==> src/rtl/rom_loader_pkg.sv <==
// Shared types and width helpers for the byte-stream ROM loader.
package rom_loader_pkg;

  typedef enum logic [2:0] {
    S_IDLE   = 3'd0,
    S_HEADER = 3'd1,
    S_LOAD   = 3'd2,
    S_WRITE  = 3'd3,
    S_DONE   = 3'd4,
    S_ERROR  = 3'd5
  } state_t;

  function automatic int bytes_per_word(input int mem_w);
    return mem_w / 8;
  endfunction

  // A single-lane word still needs a 1-bit lane index to keep ports legal.
  function automatic int lane_idx_w(input int bpw);
    return (bpw > 1) ? $clog2(bpw) : 1;
  endfunction

endpackage

==> src/rtl/rom_loader_packer.sv <==
// Packs accepted stream bytes little-endian into one memory word and tracks filled lanes.
module rom_loader_packer
  import rom_loader_pkg::*;
#(
  parameter int MEM_W = 8
) (
  input  logic               clk,
  input  logic               reset_n,
  input  logic               clear,
  input  logic               load,
  input  logic [7:0]         data_byte,
  output logic [MEM_W-1:0]   word,
  output logic [MEM_W/8-1:0] be,
  output logic               last_lane
);

  localparam int BPW = bytes_per_word(MEM_W);
  localparam int LW  = lane_idx_w(BPW);

  logic [LW-1:0] lane_r;

  assign last_lane = (lane_r == LW'(BPW - 1));

  // Lane fill: clear has priority so a word is never mixed across two writes.
  always_ff @(posedge clk or negedge reset_n) begin
    if (!reset_n) begin
      lane_r <= {LW{1'b0}};
      word   <= {MEM_W{1'b0}};
      be     <= {BPW{1'b0}};
    end else if (clear) begin
      lane_r <= {LW{1'b0}};
      word   <= {MEM_W{1'b0}};
      be     <= {BPW{1'b0}};
    end else if (load) begin
      for (int i = 0; i < BPW; i++) begin
        if (lane_r == LW'(i)) begin
          word[i*8 +: 8] <= data_byte;
          be[i]          <= 1'b1;
        end
      end
      lane_r <= last_lane ? {LW{1'b0}} : lane_r + LW'(1);
    end else begin
      lane_r <= lane_r;
      word   <= word;
      be     <= be;
    end
  end

endmodule

==> src/rtl/rom_loader.sv <==
// Streams bytes into word-wide memory writes with optional header skip and a 16-bit payload sum.
module rom_loader
  import rom_loader_pkg::*;
#(
  parameter int ADDR_W    = 22,
  parameter int MEM_W     = 8,
  parameter int HDR_BYTES = 0,
  parameter int BASE_ADDR = 0
) (
  input  logic               clk,
  input  logic               reset_n,
  input  logic               start,
  input  logic [ADDR_W:0]    romsize,
  input  logic [7:0]         indata,
  input  logic               indata_clk,
  output logic               indata_ready,
  output logic [ADDR_W-1:0]  mem_addr,
  output logic [MEM_W-1:0]   mem_data,
  output logic [MEM_W/8-1:0] mem_be,
  output logic               mem_write,
  input  logic               mem_ack,
  output logic               done,
  output logic               error,
  output logic [15:0]        checksum
);

  localparam int BPW   = bytes_per_word(MEM_W);
  localparam int HDR_W = (HDR_BYTES > 0) ? $clog2(HDR_BYTES + 1) : 1;
  localparam logic [63:0] MAX_BYTES = 64'(BPW) * ((64'd1 << ADDR_W) - 64'(BASE_ADDR));
  localparam logic [ADDR_W-1:0] BASE = ADDR_W'(BASE_ADDR);

  state_t            state;
  logic [ADDR_W:0]   bytes_left;
  logic [HDR_W-1:0]  hdr_left;
  logic              idle_like;
  logic              pack_clear;
  logic              pack_load;
  logic              last_lane;

  assign indata_ready = (state == S_HEADER) || (state == S_LOAD);
  assign idle_like    = (state == S_IDLE) || (state == S_DONE) || (state == S_ERROR);
  assign pack_clear   = (idle_like && start) || ((state == S_WRITE) && mem_ack && !indata_clk);
  assign pack_load    = (state == S_LOAD) && indata_clk;

  rom_loader_packer #(.MEM_W(MEM_W)) u_packer (
    .clk       (clk),
    .reset_n   (reset_n),
    .clear     (pack_clear),
    .load      (pack_load),
    .data_byte (indata),
    .word      (mem_data),
    .be        (mem_be),
    .last_lane (last_lane)
  );

  // Control FSM; a strobe during WRITE is an overrun and beats a same-cycle ack.
  always_ff @(posedge clk or negedge reset_n) begin
    if (!reset_n) begin
      state      <= S_IDLE;
      bytes_left <= {(ADDR_W+1){1'b0}};
      hdr_left   <= {HDR_W{1'b0}};
      mem_addr   <= BASE;
      mem_write  <= 1'b0;
      done       <= 1'b0;
      error      <= 1'b0;
      checksum   <= 16'd0;
    end else begin
      case (state)
        S_IDLE, S_DONE, S_ERROR: begin
          if (start) begin
            bytes_left <= romsize;
            hdr_left   <= HDR_W'(HDR_BYTES);
            checksum   <= 16'd0;
            mem_addr   <= BASE;
            done       <= 1'b0;
            error      <= 1'b0;
            if (64'(romsize) > MAX_BYTES) begin
              state <= S_ERROR;
              error <= 1'b1;
            end else if (HDR_BYTES > 0) begin
              state <= S_HEADER;
            end else if (romsize == {(ADDR_W+1){1'b0}}) begin
              state <= S_DONE;
              done  <= 1'b1;
            end else begin
              state <= S_LOAD;
            end
          end
        end
        S_HEADER: begin
          if (indata_clk) begin
            hdr_left <= hdr_left - HDR_W'(1);
            if (hdr_left == HDR_W'(1)) begin
              if (bytes_left == {(ADDR_W+1){1'b0}}) begin
                state <= S_DONE;
                done  <= 1'b1;
              end else begin
                state <= S_LOAD;
              end
            end
          end
        end
        S_LOAD: begin
          if (indata_clk) begin
            checksum   <= checksum + {8'd0, indata};
            bytes_left <= bytes_left - (ADDR_W+1)'(1);
            if (last_lane || (bytes_left == (ADDR_W+1)'(1))) begin
              state     <= S_WRITE;
              mem_write <= 1'b1;
            end
          end
        end
        S_WRITE: begin
          if (indata_clk) begin
            state     <= S_ERROR;
            error     <= 1'b1;
            mem_write <= 1'b0;
          end else if (mem_ack) begin
            mem_write <= 1'b0;
            mem_addr  <= mem_addr + ADDR_W'(1);
            if (bytes_left != {(ADDR_W+1){1'b0}}) begin
              state <= S_LOAD;
            end else begin
              state <= S_DONE;
              done  <= 1'b1;
            end
          end
        end
        default: begin
          state     <= S_IDLE;
          mem_write <= 1'b0;
        end
      endcase
    end
  end

endmodule

==> config.mk <==
export PLATFORM = sky130hd
export DESIGN_NAME = rom_loader
export DESIGN_NICKNAME = d
export VERILOG_FILES = /design/src/rtl/rom_loader_pkg.sv /design/src/rtl/rom_loader_packer.sv /design/src/rtl/rom_loader.sv
export SDC_FILE = /design/constraint.sdc
export NUM_CORES = 1
export LEC_CHECK = 0
export CORE_MARGIN = 4
export CORE_UTILIZATION = 47
export DETAILED_ROUTE_END_ITERATION = 8
export HOLD_SLACK_MARGIN = 0.08
export PLACE_DENSITY = 0.82
export SETUP_SLACK_MARGIN = 0.1
export SYNTH_ARGS = -nofsm -noshare
export SYNTH_HDL_FRONTEND = slang
export SYNTH_SLANG_ARGS = --single-unit
==> constraint.sdc <==
create_clock -name clk -period 2.4 [get_ports clk]
set_input_delay 0.48 -clock clk [delete_from_list [all_inputs] [get_ports clk]]
set_output_delay 0.48 -clock clk [all_outputs]
set_load 0.02 [all_outputs]
Word-level counts from Yosys, hierarchy flattened
Cells that the tools add are included.
{"block": "classes", "addsub": 5, "n_lt_le_gt_ge": 1, "eq_ne": 18, "mux": 53, "bitwise": 2, "n_reduce_logical": 29}
{"op": "22-bit two-way mux", "n": 3}
{"op": "23-bit logical NOT", "n": 2}
{"op": "23-bit two-way mux", "n": 2}
{"op": "23-bit one-hot mux with 2 select lines", "n": 1}
{"op": "22-bit one-hot mux with 2 select lines", "n": 1}
{"op": "3-bit two-way mux", "n": 11}
{"op": "16-bit two-way mux", "n": 2}
{"op": "16-bit one-hot mux with 2 select lines", "n": 1}
{"op": "1-bit two-way mux", "n": 24}
{"op": "8-bit two-way mux", "n": 3}
{"op": "23-bit by 1-bit == test with 1-bit output (second input constant)", "n": 1}
{"op": "23-bit greater-than comparator (second input constant)", "n": 1}
{"op": "23-bit nonzero test", "n": 1}
{"op": "23-bit by 1-bit subtractor with 23-bit output (second input constant)", "n": 1}
{"op": "22-bit by 1-bit adder with 22-bit output (second input constant)", "n": 1}
{"op": "2-bit != test (second input constant)", "n": 9}
{"op": "16-bit by 8-bit adder with 16-bit output", "n": 1}
{"op": "3-bit one-hot mux with 4 select lines", "n": 1}
{"op": "3-bit AND reduction", "n": 3}
{"op": "4-bit AND reduction", "n": 2}
{"op": "8-bit AND reduction", "n": 1}
{"op": "2-bit nonzero test", "n": 4}
{"op": "3-bit by 2-bit == test with 1-bit output (second input constant)", "n": 2}
{"op": "3-bit == test (second input constant)", "n": 2}
{"op": "other kinds (17)", "n": 28}
{"block": "totals", "ff_bits": 78, "out_inout_bits": 51, "wordCells": 119}

Longest topological paths before layout
{"block": "logic_depth", "depth_word": 7, "ltp_mapped": 8}

Modules after synthesis
A second synthesis with hierarchy kept.
{"block": "hier_totals", "hier_cells": 505, "area_unflattened_um2": 4561.9}
{"module": "rom_loader", "n_inst": 1, "cells_per_inst": 474, "area_each_um2": 4192.8, "seq_area_each_um2": 1701.6}
{"module": "rom_loader_packer", "n_inst": 1, "cells_per_inst": 31, "area_each_um2": 369.1, "seq_area_each_um2": 225.2}

Worst setup path before layout
OpenSTA, ideal clock, no wires.
{"block": "synth_timing", "kind": "register to register", "startpoint": "reg bytes_left[9]", "endpoint": "reg bytes_left[21]", "setup_ns": 0.069, "arrival_ns": 2.368, "required_ns": 2.331, "setup_slack_ns": -0.038, "stages_incl_launch_ff": 6, "synth_period_minus_slack_ns": 2.438, "path_cell_list": "dfrtp_1 or4_4 or3_4 or4_4 or4_1 nand3_1"}
{"block": "synth_via", "elab_chain_len": 3}
{"item": "start: declaration", "line_no": "rom_loader.sv:33", "text": "logic [ADDR_W:0] bytes_left;"}
{"item": "start signal: assignment", "line_no": "rom_loader.sv:60", "text": "bytes_left <= {(ADDR_W+1){1'b0}};"}
{"item": "start signal: assignment", "line_no": "rom_loader.sv:71", "text": "bytes_left <= romsize;"}
{"item": "start signal: assignment", "line_no": "rom_loader.sv:106", "text": "bytes_left <= bytes_left - (ADDR_W+1)'(1);"}
{"item": "23-bit by 1-bit subtractor with 23-bit output", "line_no": "rom_loader.sv:106"}
{"item": "23-bit two-way mux", "line_no": "rom_loader.sv:104", "text": "if (indata_clk) begin"}
{"item": "23-bit one-hot mux with 2 select lines", "line_no": "rom_loader.sv:68", "text": "case (state)"}
No other way between the ends. The select of a mux whose other input is x is not followed.
A chain may end at the register's enable or synchronous reset.

Worst setup path after layout
{"block": "layout_timing", "startpoint": "in indata[2]", "endpoint": "reg checksum[13]"}
{"block": "layout_via", "elab_chain_len": 3}
{"item": "start: declaration", "line_no": "rom_loader.sv:14", "text": "input logic [7:0] indata,"}
{"item": "16-bit by 8-bit adder with 16-bit output", "line_no": "rom_loader.sv:105", "text": "checksum <= checksum + {8'd0, indata};"}
{"item": "16-bit two-way mux", "line_no": "rom_loader.sv:104"}
{"item": "16-bit one-hot mux with 2 select lines", "line_no": "rom_loader.sv:68"}
{"item": "end signal: assignment", "line_no": "rom_loader.sv:105"}
{"item": "end: declaration", "line_no": "rom_loader.sv:24", "text": "output logic [15:0] checksum"}
No other way between the ends. The select of a mux whose other input is x is not followed.

==> summary.md <==
| Metric | Value |
|---|---|
| ANT nets after route | 0 |
| Status | finished, final reports clean |
| Combinational share of power | 0.486 |
| Internal power | 0.003731 W |
| Placed Area | 5634 um^2 |
| I/O Buffers | 86 |
| Final setup viols | 0 |
| Full die area | 10810 um^2 |
| Hold Crit Start | indata[1] |
| Setup crit start | indata[2] |
| Maximum vdd drop | 0.6506 mV |
| CTS clk-pin slew, worst paths | 0.09 ns |
| Slack of the critical path | 0.09482 ns |
| Placer Congestion | 0.8946 |
| CTS Sinks | 77 |
| Psw | 0.002542 W |
| Yosys warning total | 0 |
| Worst R2R Start | bytes_left[12] |
| Area growth syn-to-layout | 37.84% |
| Max Cap Viol | 0 |
| Largest net degree at the start of global routing | 50 |
| Clock Latency Late Sink | 0.35 ns |
| Detailed-route DRC error count | 0 |
| Worst clock skew | 0.01227 ns |
| Final period util | 0.9605 |
| WP data arrival | 2.59 ns |
| CTS tree | done |
| Ant diodes | 0 |
| Initial DRC Count | 287 |
| Vias | 4305 |
| Pre-CTS WS | -0.2644 ns |
| Worst Path Max Fanout | 6 |
| I/O pin count | 87 |
| Post-synth top flop | dfrtp_1 |
| Drt first pass iters | 5 |
| Synth async-reset ratio | 1.000 |
| Seq/Total Area, Yosys | 0.4452 |
| PD cells | 1052 nW/um^2 |
| Total routed wirelength | 12490 um |
| Initial antenna violation count | 0 |
| RSZ-0062 raised after global routing | yes |
| Clock H-tree levels | 3 |
| Final hold vios | 0 |
| Starting density of the core | 0.4891 |
| Die Height | 104.0 um |
| Total Routing Usage GR | 0.2303 |
| GR Overflow Total | 0 |
| Core area | 8848 um^2 |
| Flops & latches, synth | 77 |
| Post-DP HPWL | 8865 um |
| Avg Cell Area, Syn | 9.111 um^2 |
| Max-slew violation count | 0 |
| Syn Inst Count | 475 |
| Die Wd | 104.0 um |
| Crit path time final | 2.305 ns |
| Relative slew slack | 0.6027 |
| Net Sw Frac | 0.4052 |
| Share of cells above drive strength 1 | 0.1452 |
| Mapped Area | 4328 um^2 |
| Clock network power share | 0.184 |
| Clk root buf | clkbuf_8 |
| CP Class | in -> reg |
| Critical Path RT | 2.68 ns |
| First-pass GRT wire length | 20800 um |
| Leak | 2.557 nW |
| CP Capture Type | flop |
| Deepest clock path buffer count | 2 |
| Cell area after layout | 5966 um^2 |
| Via density | 6.029 |
| Final Net Count | 649 |
| Seq pwr share | 0.331 |
| Crit start category | input port |
| Routed length per instance | 17.49 um |
| Num rows | 34 |
| Num CTS Buffers | 9 |
| Distinct cells, synth | 52 |
| Post-synth EDFFs | 0 |
| Number of global-route vias before repair | 4232 |
| Hold Path Class | in -> reg |
| Fmax | 0.4338 GHz |
| Worst Tran Pin Value | 0.5937 ns |
| Syn nets | 523 |
-- cell type report --
cell class              instances  area [um^2]
flip-flops and latches         77         1927
inverters                      13        48.80
clock inverters                 5        81.33
well taps                     108        135.1
fillers                       688         2883
repair buffers                135         1246
clock buffers                  11        151.4
multi-input cells             365         2376
-- timing repair --
item,in CTS,in global routing
pin swaps,2,5
buffers inserted,1,0
hold buffers,1,0
endpoints found under the hold margin,28,0
setup endpoints to repair,3,14
gates resized for setup,1,14
-- metrics by stage --
stage	hold WS [ns]	setup TNS (ns)	utilization	power (W)	std cells
after detailed placement	0.4411	-1.583	0.6367	0.004989	696
after CTS	0.5067	0	0.6654	0.006166	714
after global routing	0.4491	0	0.6742	0.006675	714
after floorplan	0.1844	0	-	0.003722	475
after global placement	0.4387	-0.9410	0.6367	0.004862	696
final	0.4528	0	0.6742	0.006273	714
-- registers in the layout, summed over array words and instances, names as in the netlist --
signal,flops
checksum,16
mem_write,1
done,1
u_packer.word,8
error,1
bytes_left,23
hdr_left,1
state,3
mem_addr,22
u_packer.be,1
-- synthesized netlist by cell type (12+ instances only) --
| master | instances | area share |
|---|---|---|
| dfrtp_1 | 77 | 0.45 |
| nand2_1 | 58 | 0.050 |
| nor2_1 | 49 | 0.042 |
| o21ai_0 | 23 | 0.027 |
| a21oi_1 | 21 | 0.024 |
| clkbuf_1 | 20 | 0.017 |
| xor2_1 | 19 | 0.038 |
| nand3_1 | 17 | 0.020 |
| o211ai_1 | 15 | 0.026 |
| inv_1 | 13 | 0.011 |
| nand4_1 | 13 | 0.019 |
| nor4_1 | 12 | 0.017 |
-- placed cells by master (no fill, tap or decap), types with 6 or more instances in the layout --
master            n
clkdlybuf4s50_1  83
dfrtp_1          77
nand2_1          57
nor2_1           48
buf_4            48
o21ai_0          23
xor2_1           19
a21oi_1          18
nand3_1          17
o211ai_1         15
inv_1            13
nand4_1          13
clkbuf_8         11
nor3_1           10
nor4_1           10
mux2i_1           9
a22o_1            9
ha_1              9
nand2b_1          8
xnor2_1           7
o22ai_1           7
or3_1             6
o311ai_0          6
-- power groups by stage --
stage          Combinational (W)  Clock (W)  Sequential [W]
2_1_floorplan            0.00156          0         0.00217
3_3_place_gp             0.00282          0         0.00204
3_5_place_dp             0.00292          0         0.00207
4_1_cts                  0.00296    0.00116         0.00205
5_1_grt                  0.00331    0.00123         0.00213
6_report                 0.00305    0.00115         0.00207
-- path summary, 6_finish.rpt --
kind / end / slack (ns) / cells past startpoint
worst max-delay path: checksum[13] / 0.09 / 8
worst max register to register: bytes_left[21] / 0.10 / 5
max in group asynchronous: mem_write / 1.23 / 3
worst min-delay path: u_packer.word[1] / 0.45 / 2
worst min register to register: u_packer.word[3] / 0.50 / 1
min in group asynchronous: u_packer.word[4] / 0.59 / 2
-- layer usage --
| layer | track usage | share of wire |
|---|---|---|
| met5 | 0 | 0 |
| met2 | 0.3853 | 0.49 |
| met3 | 0.05152 | 0.068 |
| met1 | 0.3020 | 0.42 |
| met4 | 0.06173 | 0.020 |
-- cells by family (layout without fill, tap and decap cells) --
family,Yosys count,after routing,synth area share
compound gates,109,109,0.1709
xor+xnor,26,26,0.05262
fa+ha+maj,12,12,0.03643
buf+inv,33,164,0.02862
flops,77,77,0.4452
mux,10,10,0.02342
simple gates,208,208,0.2428
-- critical path, cell delays in order --
cell             delay (ns)
clkdlybuf4s50_1        0.48
ha_4                   0.31
nand2_1                0.06
o211ai_1               0.31
a41oi_2                0.19
buf_4                  0.20
or4_1                  0.42
a21oi_2                0.15
Power figures use the tool's default switching activity.
